### src/rtl/matmul_pkg.sv
// rtl/matmul_pkg.sv - shared state type and sizing helper for the matrix row packer
package matmul_pkg;

  typedef enum logic {
    FILL  = 1'b0,
    DRAIN = 1'b1
  } packer_state_t;

  // Row counter width: a one-row matrix still needs a 1-bit counter.
  function automatic int cnt_width(input int depth);
    return (depth > 1) ? $clog2(depth) : 1;
  endfunction

endpackage

### src/rtl/matrix_flatten.sv
// rtl/matrix_flatten.sv - packs a row-major element buffer into one flat word, element 0 at the LSBs
module matrix_flatten
  import matmul_pkg::*;
#(
  parameter int DATA_WIDTH = 32,
  parameter int DIM0       = 4,
  parameter int DIM1       = 4
) (
  input  logic [DATA_WIDTH-1:0]           i_elem [DIM0*DIM1],
  output logic [DATA_WIDTH*DIM0*DIM1-1:0] o_flat
);

  for (genvar i = 0; i < DIM0*DIM1; i++) begin : g_elem
    assign o_flat[i*DATA_WIDTH +: DATA_WIDTH] = i_elem[i];
  end

endmodule

### src/rtl/matrix_row_packer.sv
// rtl/matrix_row_packer.sv - collects DIM0 rows into one flattened matrix; MATRIX_ROW_PACKER_LAST_EN adds short-matrix support
module matrix_row_packer
  import matmul_pkg::*;
#(
  parameter int DATA_WIDTH = 32,
  parameter int DIM0       = 4,
  parameter int DIM1       = 4
) (
  input  logic                           clk,
  input  logic                           rst_n,
  input  logic [DATA_WIDTH-1:0]          data_in [DIM1],
  input  logic                           data_in_valid,
  output logic                           data_in_ready,
  output logic [DATA_WIDTH*DIM0*DIM1-1:0] data_out,
  output logic                           data_out_valid,
  input  logic                           data_out_ready
`ifdef MATRIX_ROW_PACKER_LAST_EN
  ,
  input  logic                           data_in_last,
  output logic                           err_short
`endif
);

  localparam int            CW       = cnt_width(DIM0);
  localparam logic [CW-1:0] LAST_ROW = CW'(DIM0 - 1);

  packer_state_t         r_state;
  logic [CW-1:0]         r_row_cnt;
  logic [DATA_WIDTH-1:0] r_buf [DIM0*DIM1];

  logic          w_in_fire;
  logic          w_out_fire;
  logic          w_close;
  logic [CW-1:0] w_slot;

  assign data_out_valid = (r_state == DRAIN);
  assign data_in_ready  = (r_state == FILL) ? 1'b1 : data_out_ready;
  assign w_in_fire      = data_in_valid & data_in_ready;
  assign w_out_fire     = data_out_valid & data_out_ready;
  // A row accepted while draining can only land when the old matrix leaves, so it starts a new one.
  assign w_slot         = (r_state == FILL) ? r_row_cnt : '0;

`ifdef MATRIX_ROW_PACKER_LAST_EN
  logic r_err_short;
  assign err_short = r_err_short;
  assign w_close   = (w_slot == LAST_ROW) | data_in_last;
`else
  assign w_close   = (w_slot == LAST_ROW);
`endif

  always_ff @(posedge clk or negedge rst_n) begin
    if (!rst_n) begin
      r_state   <= FILL;
      r_row_cnt <= '0;
      for (int i = 0; i < DIM0*DIM1; i++) r_buf[i] <= '0;
`ifdef MATRIX_ROW_PACKER_LAST_EN
      r_err_short <= 1'b0;
`endif
    end else if (w_in_fire) begin
      for (int r = 0; r < DIM0; r++) begin
        for (int c = 0; c < DIM1; c++) begin
          if (CW'(r) == w_slot) r_buf[r*DIM1+c] <= data_in[c];
`ifdef MATRIX_ROW_PACKER_LAST_EN
          else if (w_close && (CW'(r) > w_slot)) r_buf[r*DIM1+c] <= '0;
`endif
        end
      end
      if (w_close) begin
        r_state   <= DRAIN;
        r_row_cnt <= '0;
      end else begin
        r_state   <= FILL;
        r_row_cnt <= w_slot + CW'(1);
      end
`ifdef MATRIX_ROW_PACKER_LAST_EN
      if (data_in_last && (w_slot != LAST_ROW)) r_err_short <= 1'b1;
`endif
    end else if (w_out_fire) begin
      r_state   <= FILL;
      r_row_cnt <= '0;
    end
  end

  matrix_flatten #(
    .DATA_WIDTH(DATA_WIDTH),
    .DIM0      (DIM0),
    .DIM1      (DIM1)
  ) u_flatten (
    .i_elem(r_buf),
    .o_flat(data_out)
  );

endmodule

### config.mk
export PLATFORM = sky130hd
export DESIGN_NAME = matrix_row_packer
export DESIGN_NICKNAME = d
export VERILOG_FILES = /design/src/rtl/matmul_pkg.sv /design/src/rtl/matrix_flatten.sv /design/src/rtl/matrix_row_packer.sv
export SDC_FILE = /design/constraint.sdc
export NUM_CORES = 1
export LEC_CHECK = 0
export ABC_AREA = 1
export CAP_MARGIN = 20
export CORE_ASPECT_RATIO = 0.5
export CORE_MARGIN = 2
export CORE_UTILIZATION = 35
export DETAILED_ROUTE_END_ITERATION = 8
export DONT_BUFFER_PORTS = 1
export SETUP_SLACK_MARGIN = 0.02
export SKIP_CTS_REPAIR_TIMING = 1
export SLEW_MARGIN = 0
export SYNTH_ARGS = -nofsm -noshare
export SYNTH_HDL_FRONTEND = slang
export SYNTH_SLANG_ARGS = --single-unit
export TNS_END_PERCENT = 100
### constraint.sdc
create_clock -name clk -period 1.58 [get_ports clk]
set_input_delay 0.316 -clock clk [delete_from_list [all_inputs] [get_ports clk]]
set_output_delay 0.316 -clock clk [all_outputs]
set_load 0.02 [all_outputs]
==> results of run 1 <==
==> layout make-up <==
cell class,count,share of cell area (%)
diodes,8,0.0778
clock buffers,71,5.60
clock inverters,16,0.618
inverters,6,0.0973
multi-input cells,1555,26.5
flip-flops and latches,515,50.1
well taps,768,3.74
repair buffers,254,13.3
==> how the worst max path moves through the flow <==
stage,start,endpoint,slack (ns)
after global placement,data_out_valid,r_buf[398],-0.03
after detailed placement,r_row_cnt[0],r_buf[403],-0.08
after global routing,data_out_valid,r_buf[292],-0.20
after floorplan,r_row_cnt[0],r_buf[260],-0.003
after CTS,data_out_valid,data_in_ready,-0.27
final,data_out_valid,r_buf[390],-0.14
==> flip-flops by register name, summed over array words and instances (netlist names) <==
register        count
r_buf             512
r_row_cnt           2
data_out_valid      1
==> stage by stage <==
step / total power, mW / hold WS (ns) / instances / setup slack (ns)
after global placement: 46.3 / 0.0284 / 2920 / -0.0317
final: 62.9 / -0.575 / 3193 / -0.138
after detailed placement: 46.8 / 0.0268 / 2920 / -0.0757
after CTS: 58.7 / -0.605 / 3007 / -0.267
after floorplan: 39.4 / 0.0204 / 2246 / -0.00260
after global routing: 65.5 / -0.603 / 3190 / -0.199
==> logic make-up (layout without fill, tap and decap cells) <==
logic type	Yosys count	after routing	synth area share [%]
compound gates	5	5	0.179
buf+inv	176	347	4.08
simple gates	1549	1549	31.9
other cells	0	8	0
flops	515	515	63.7
fa+ha+maj	1	1	0.0619
==> per-layer routing <==
metal  up-vias  GRT usage [%]  routed length (um)
li1       7501              -                   -
met1      8669           30.9               31100
met2      1161           38.6               38800
met3       328           4.92                9000
met4         2           12.8                5080
met5         -              0                  13
==> synthesized netlist by cell type <==
| cell | n |
|---|---|
| buf_1 | 14 |
| buf_2 | 125 |
| a21oi_4 | 1 |
| nand2_1 | 1161 |
| inv_1 | 5 |
| inv_2 | 1 |
| buf_4 | 2 |
| o21ai_1 | 1 |
| dfrtp_1 | 515 |
| nand4_1 | 128 |
| nand3_1 | 257 |
| o21ai_0 | 3 |
| nor2_1 | 3 |
| ha_1 | 1 |
| clkbuf_1 | 29 |
==> report_power, final <==
group / internal (mW) / switching (mW)
Combinational: 6.95 / 11.2
Sequential: 19.2 / 13.6
Clock: 6.67 / 5.33
==> impl_metrics.csv, run 1 <==
group,metric,value,unit
cells_and_area,drive_above_1_share,10.7,%
outcome,status,"finished, violations left",
logic_synthesis,syn_avg_cell_area,9.00,um^2
grt,antenna_found_initial,8,
hold_path,hold_path.class,"input pin to asynchronous set/reset pin",
grt,grt_usage,24.1,%
placed_design,place_area,0.0215,mm^2
cells_and_area,area_growth_syn_to_layout,27.2,%
grt,overflow,0,
timing,finClkSkew,0.0165,ns
worst_setup_path,max_stage_delay,0.44,ns
cells_and_area,final_cell_mix,"nand2_1 (1140), dfrtp_1 (513), nand3_1 (236), nand4_1 (128), dlygate4sd3_1 (125)",
worst_setup_path,r2r_slack,-0.14,ns
floorplanning,dieArea,0.0598,mm^2
worst_setup_path,cp_cell_sequence,"buf_12 -> a21oi_4 -> buf_12 -> buf_12 -> buf_16 -> buf_6 -> buf_6 -> nand3_2 -> nand2_1",
logic_synthesis,synth_top_area_share,63.7,%
floorplanning,die_h,174,um
grt,grt_pass1_wl,109,mm
worst_setup_path,critPathMaxFanout,7,
worst_setup_path,r2r-start,"data_out_valid",
power_and_ir_drop,ir_worst_vdd,0.00116,V
routing,vias_per_cell,5.53,
placed_design,dp_hpwl,49.7,mm
worst_setup_path,crit_path_end_kind,"flop",
job,maxCapViolations,0,
clock_network,cts-root-buf,"clkbuf_16",
routing,drt_wl_total,84.0,mm
routing,postRouteAntennaNets,0,
routing,drtIter0Drc,2565,
timing,holdWs,-0.575,ns
cells_and_area,multi_input_area,0.00681,mm^2
power_and_ir_drop,p_leak,13.3,nW
routing,wl_per_cell,26.3,um
cells_and_area,n_fill_cell,5375,
routing,drc,0,
cells_and_area,fin_nets,2513,
timing,hold_viol_final,532,
grt,grt_pass1_vias,15100,
outcome,violations,"hold timing, slew limit, setup timing",
placed_design,globalplace.congestion,0.913,
clock_network,clk_pin_slew,0.07,ns
logic_synthesis,syn_nets,2379,
floorplanning,die_x,344,um
worst_setup_path,arrival,2.23,ns
floorplanning,start_util,35.3,%
worst_setup_path,r2r-end,"r_buf[390]",
floorplanning,num_rows,62,
timing,fmax,582,MHz
logic_synthesis,ys.warnings.count,0,
cells_and_area,regArea,0.0129,mm^2
logic_synthesis,ys_seq_area_share,63.7,%
grt,grt_start_max_net_pins,516,
timing,setup_violations,322,
routing,firstDrtPassIters,8,
cells_and_area,final_area,0.0257,mm^2
clock_network,h-tree-depth,2,
worst_setup_path,crit_buf_inv,6,
timing,max_slew_margin,-17.5,%
clock_network,clock_path_buffers,3,
clock_network,cts.sinks,515,
floorplanning,ios,646,
worst_setup_path,cpLargestDelayFamily,"buffers and inverters",
timing,rsz0062_at_grt,"yes",
timing,finalMaxSlewViolations,247,
clock_network,numCtsBuffers,48,
worst_setup_path,reg2regPathDepth,9,
cells_and_area,layout.cells.most_common,"nand2_1",
timing,setup-tns-final,-18.48,ns
power_and_ir_drop,powerDensity,2450,mW/mm^2
timing,finalWorstPathRequiredPeriod,1.72,ns
logic_synthesis,synth_seq_cells,515,
worst_setup_path,worstPathRequired,2.10,ns
worst_setup_path,path_class,"flop to flop",
placed_design,io_buffers,0,
timing,setup_slack,-0.138,ns
worst_setup_path,crit_cells,9,
timing,tightest_slew,1.76,ns
clock_network,cts_tree,"done",
logic_synthesis,synthTopCellsByArea,"dfrtp_1 (64%), nand2_1 (22%), nand3_1 (6.4%)",
logic_synthesis,yosys.cell_types.count,15,
floorplanning,coreArea,0.0572,mm^2
timing,post-route-period-util,109,%
worst_setup_path,crit_path_frequent_cell,"buf_12",
cells_and_area,fin_util,44.9,%
logic_synthesis,netlist_area,0.0202,mm^2
worst_setup_path,slowest_stage,"dfrtp_2",
clock_network,clkLatencyLatePin,0.58,ns
logic_synthesis,synth_top_area_cell,"dfrtp_1",
routing,num_vias,17700,
worst_setup_path,worstSetupStartpointType,"flop",
logic_synthesis,syn_inst,2246,
Note: power is estimated with default switching activity, not from simulation.
==> run 2, diff against run 1 <==
--- a/config.mk
+++ b/config.mk
@@ -12,6 +12,7 @@
 export CORE_UTILIZATION = 35
 export DETAILED_ROUTE_END_ITERATION = 8
 export DONT_BUFFER_PORTS = 1
+export HOLD_SLACK_MARGIN = 0.08
 export SETUP_SLACK_MARGIN = 0.02
 export SKIP_CTS_REPAIR_TIMING = 1
 export SLEW_MARGIN = 0
==> run 2 against run 1 <==
Clock power about the same. Combinational power about the same. Highest routed layer unchanged. The flow still finishes with violations (hold timing, slew limit, setup timing). Critical path depth unchanged. Critical path type unchanged. Count of clock-buffer cells in the layout unchanged. Sequential cell count unchanged. Critical endpoint unchanged. Maximum frequency down 0.15%. Via count up 0.15%. Setup slack worse by 0.0026 ns.
==> impl_metrics.csv, run 2 (same netlist as run 1, synthesis figures left out) <==
group,metric,value,unit
worst_setup_path,worstPathRequired,2.09,ns
timing,hold_viol_final,582,
grt,grt_start_max_net_pins,516,
timing,finalWorstPathRequiredPeriod,1.72,ns
grt,grt_pass1_vias,15100,
timing,holdWs,-0.575,ns
cells_and_area,area_growth_syn_to_layout,27.1,%
clock_network,clk_pin_slew,0.07,ns
routing,wl_per_cell,26.3,um
worst_setup_path,r2r-end,"r_buf[390]",
routing,wl_met3,9.08,mm
job,maxCapViolations,0,
routing,postRouteAntennaNets,0,
routing,wl_met2,38.6,mm
timing,post-route-period-util,109,%
clock_network,cts-root-buf,"clkbuf_16",
clock_network,numCtsBuffers,48,
clock_network,clkLatencyLatePin,0.58,ns
outcome,status,"finished, violations left",
floorplanning,die_x,344,um
timing,finClkSkew,0.0174,ns
worst_setup_path,r2r_slack,-0.14,ns
floorplanning,coreArea,0.0572,mm^2
worst_setup_path,max_stage_delay,0.45,ns
grt,grt_pass1_wl,109,mm
timing,max_slew_margin,-9.08,%
cells_and_area,largest-register,"r_buf",
placed_design,placed_cells,2920,
power_and_ir_drop,p_leak,13.3,nW
worst_setup_path,crit_path_frequent_cell,"buf_12",
worst_setup_path,slowest_stage,"dfrtp_2",
cells_and_area,n_fill_cell,5376,
routing,drt_wl_total,83.8,mm
routing,firstDrtPassIters,6,
cells_and_area,drive_above_1_share,10.7,%
floorplanning,ios,646,
timing,setup_violations,335,
worst_setup_path,worstSetupStartpointType,"flop",
routing,met1_length,30.9,mm
worst_setup_path,crit_path_end_kind,"flop",
clock_network,h-tree-depth,2,
floorplanning,num_rows,62,
power_and_ir_drop,ir_worst_vdd,0.00117,V
routing,vias_per_cell,5.54,
worst_setup_path,critPathMaxFanout,7,
power_and_ir_drop,powerDensity,2450,mW/mm^2
worst_setup_path,arrival,2.24,ns
grt,grt_usage,24.1,%
cells_and_area,final_area,0.0257,mm^2
worst_setup_path,reg2regPathDepth,9,
routing,drc,0,
timing,rsz0062_at_grt,"yes",
routing,drtIter0Drc,2474,
placed_design,globalplace.congestion,0.913,
routing,top_layer,"met5",
timing,finalMaxSlewViolations,186,
worst_setup_path,r2r-start,"data_out_valid",
placed_design,io_buffers,0,
clock_network,clock_path_buffers,3,
floorplanning,start_util,35.3,%
placed_design,dpl_worst_slack,-0.0757,ns
cells_and_area,layout.cells.most_common,"nand2_1",
worst_setup_path,cp_cell_sequence,"buf_12 -> a21oi_4 -> buf_12 -> buf_12 -> buf_16 -> buf_6 -> buf_6 -> nand3_2 -> nand2_1",
routing,num_vias,17700,
cells_and_area,final_cell_mix,"nand2_1 (1140), dfrtp_1 (513), nand3_1 (236), nand4_1 (128), dlygate4sd3_1 (125)",
floorplanning,die_h,174,um
timing,fmax,581,MHz
grt,overflow,0,
cells_and_area,largest_reg_flops,512,
outcome,violations,"hold timing, slew limit, setup timing",
cells_and_area,fin_nets,2512,
worst_setup_path,path_class,"flop to flop",
grt,antenna_found_initial,10,
hold_path,hold_path.class,"input pin to asynchronous set/reset pin",
floorplanning,dieArea,0.0598,mm^2
placed_design,place_area,0.0215,mm^2
placed_design,dp_hpwl,49.7,mm
cells_and_area,fin_cells,3192,
timing,setup_slack,-0.140,ns
timing,tightest_slew,1.64,ns
clock_network,cts.sinks,515,
clock_network,cts_tree,"done",
[run 2: critical path, delay by kind of cell, from the launching register on]
family	cells	cell delay (ns)
compound gates	1	0.19
buf+inv	6	0.85
flops	1	0.45
simple gates	2	0.16
[run 2: how the worst max path moves through the flow]
stage,depth (start not counted),end,start,slack [ns]
after CTS,3,data_in_ready,data_out_valid,-0.27
final,9,r_buf[390],data_out_valid,-0.14
after global placement,7,r_buf[398],data_out_valid,-0.03
after global routing,9,r_buf[292],data_out_valid,-0.20
after floorplan,11,r_buf[260],r_row_cnt[0],-0.003
after detailed placement,6,r_buf[403],r_row_cnt[0],-0.08
[run 2: cell type report]
type	instances	area, um^2	share of cell area (%)
clock inverter	16	159	0.619
antenna	8	20.0	0.0779
inverter	6	25.0	0.0974
sequential	515	12900	50.2
multi-input combinational	1555	6810	26.5
clock buffer	71	1440	5.60
timing repair buffer	253	3380	13.2
tap	768	961	3.74
[run 2: metrics by stage]
stage	power [mW]	TNS [ns]	util, %
floorplan	39.4	-0.260	-
global placement	46.3	-0.586	37.5
detailed placement	46.8	-3.09	37.5
CTS	58.7	-7.38	40.3
global route	65.5	-41.72	44.9
finish	62.9	-19.69	44.9
[run 2: report_power, final]
group          switching, mW  leakage (nW)  internal [mW]  total (mW)
Clock                   5.32         0.795           6.67        12.0
Combinational           11.1          6.02           6.94        18.1
Sequential              13.6          6.45           19.2        32.8
[run 2: metal layers]
metal / track usage (%) / vias to the layer above
met2: 38.6 / 1177
met4: 12.8 / 4
met1: 30.9 / 8659
met5: 0 / -
met3: 4.92 / 337
li1: - / 7511
==> run 3, diff against run 2 <==
--- a/config.mk
+++ b/config.mk
@@ -13,7 +13,7 @@
 export DETAILED_ROUTE_END_ITERATION = 8
 export DONT_BUFFER_PORTS = 1
 export HOLD_SLACK_MARGIN = 0.08
-export SETUP_SLACK_MARGIN = 0.02
+export SETUP_SLACK_MARGIN = 0.3
 export SKIP_CTS_REPAIR_TIMING = 1
 export SLEW_MARGIN = 0
 export SYNTH_ARGS = -nofsm -noshare
==> run 3 against run 2 <==
The run still ends with hold timing, slew limit, setup timing left. Maximum frequency decreased by 4.5%. Core utilization rose by 0.78 points. Non-clock buffer count is 6 higher. Via count decreased by 1.2%. Clock power about the same. Final cell count hardly changed. Clock skew decreased by 0.0012 ns.
==> impl_metrics.csv, run 3 (same netlist as run 1, synthesis figures left out) <==
group,metric,value,unit
placed_design,placed_cells,2915,
cells_and_area,fin_cells,3194,
power_and_ir_drop,p_leak,13.4,nW
cells_and_area,drive_above_1_share,13.3,%
routing,firstDrtPassIters,5,
cells_and_area,final_area,0.0261,mm^2
timing,finalWorstPathRequiredPeriod,1.80,ns
worst_setup_path,worstSetupStartpointType,"input pin",
power_and_ir_drop,ir_worst_vdd,0.000952,V
cells_and_area,fin_util,45.7,%
grt,grt_pass1_wl,109,mm
floorplanning,ios,646,
grt,overflow,0,
cells_and_area,n_fill_cell,5441,
clock_network,h-tree-depth,2,
clock_network,cts-root-buf,"clkbuf_16",
cells_and_area,multi_input_area,0.00705,mm^2
cells_and_area,largest_reg_flops,512,
routing,postRouteAntennaNets,0,
placed_design,globalplace.congestion,0.913,
outcome,status,"finished, violations left",
placed_design,dp_hpwl,49.0,mm
grt,grt_start_max_net_pins,516,
worst_setup_path,crit_cells,0,
worst_setup_path,path_class,"input pin to asynchronous set/reset pin",
floorplanning,start_util,35.3,%
grt,grt_pass1_vias,15100,
grt,grt_usage,24.0,%
timing,finalMaxSlewViolations,363,
floorplanning,coreArea,0.0572,mm^2
worst_setup_path,critPathMaxFanout,515,
routing,drt_wl_total,83.1,mm
floorplanning,num_rows,62,
timing,tightest_slew,2.76,ns
timing,hold_viol_final,377,
grt,antenna_found_initial,2,
timing,setup_slack,-0.221,ns
floorplanning,die_x,344,um
routing,vias_per_cell,5.47,
clock_network,clock_path_buffers,3,
routing,wl_per_cell,26.0,um
job,maxCapViolations,0,
clock_network,cts_tree,"done",
timing,finClkSkew,0.0162,ns
timing,post-route-period-util,114,%
placed_design,io_buffers,0,
timing,rsz0062_at_grt,"yes",
cells_and_area,final_cell_mix,"nand2_1 (1102), dfrtp_1 (513), nand3_1 (220), nand4_1 (128), dlygate4sd3_1 (123)",
timing,setup_violations,336,
cells_and_area,fin_nets,2520,
power_and_ir_drop,finalPower,64.0,mW
worst_setup_path,worstPathRequired,1.45,ns
cells_and_area,layout.cells.most_common,"nand2_1",
routing,drtIter0Drc,2226,
timing,fmax,555,MHz
placed_design,dpl_worst_slack,-0.0143,ns
cells_and_area,largest-register,"r_buf",
timing,max_slew_margin,-84.3,%
clock_network,cts.sinks,515,
timing,holdWs,-0.548,ns
worst_setup_path,crit_path_end_kind,"asynchronous set/reset pin",
floorplanning,die_h,174,um
worst_setup_path,arrival,1.67,ns
clock_network,clk_pin_slew,0.07,ns
worst_setup_path,reg2regPathDepth,9,
placed_design,place_area,0.0215,mm^2
hold_path,hold_path.class,"input pin to asynchronous set/reset pin",
power_and_ir_drop,powerDensity,2450,mW/mm^2
outcome,violations,"hold timing, slew limit, setup timing",
cells_and_area,regArea,0.0129,mm^2
floorplanning,dieArea,0.0598,mm^2
cells_and_area,area_growth_syn_to_layout,29.3,%
clock_network,clkLatencyLatePin,0.57,ns
clock_network,numCtsBuffers,48,
routing,drc,0,
routing,num_vias,17500,
run 3: cell count changes in the layout (fill, tap and decap cells not counted), sizes merged:
| cell | delta |
|---|---|
| nand2 | +2 |
| bufinv | +3 |
| buf | +4 |
| clkinv | -2 |
| dlygate4sd3 | -2 |
| clkinvlp | +3 |
| clkbuf | +1 |
| diode | -7 |
run 3: area by class of cell:
type	count	share of cell area, %
inverter	6	0.0957
timing repair buffer	259	13.8
antenna	1	0.00957
clock buffer	68	5.23
tap	768	3.68
sequential	515	49.3
multi-input combinational	1557	27.0
clock inverter	20	0.933
run 3: path summary, 6_finish.rpt:
path | from | end | slack (ns)
setup / recovery | rst_n | data_out_valid | -0.22
hold / removal | rst_n | r_buf[380] | -0.55
setup reg to reg | data_out_valid | r_buf[497] | -0.08
hold reg to reg | r_buf[372] | r_buf[372] | 0.62
max in group clk | data_out_valid | r_buf[497] | -0.08
min in group clk | data_in[103] | r_buf[487] | -0.13
run 3: through the flow:
step	setup TNS (ns)	hold WS, ns
after floorplan	0	0.0204
after global placement	0	0.0284
after detailed placement	-0.0317	0.0267
after CTS	-0.608	-0.575
after global routing	-22.54	-0.571
final	-9.52	-0.548
run 3: metal layers:
metal / global-route usage (%) / up-vias / part of all wire (%)
li1: - / 7504 / -
met1: 31.6 / 8657 / 39
met2: 37.7 / 1032 / 46
met3: 4.93 / 283 / 8.7
met4: 12.3 / 2 / 5.9
met5: 0 / - / 0.016
run 3: power by group:
group	internal [mW]	leakage (nW)	switching, mW
clock	6.88	0.788	5.33
combinational	7.68	6.17	11.2
sequential	19.2	6.45	13.7
total	33.7	13.4	30.3
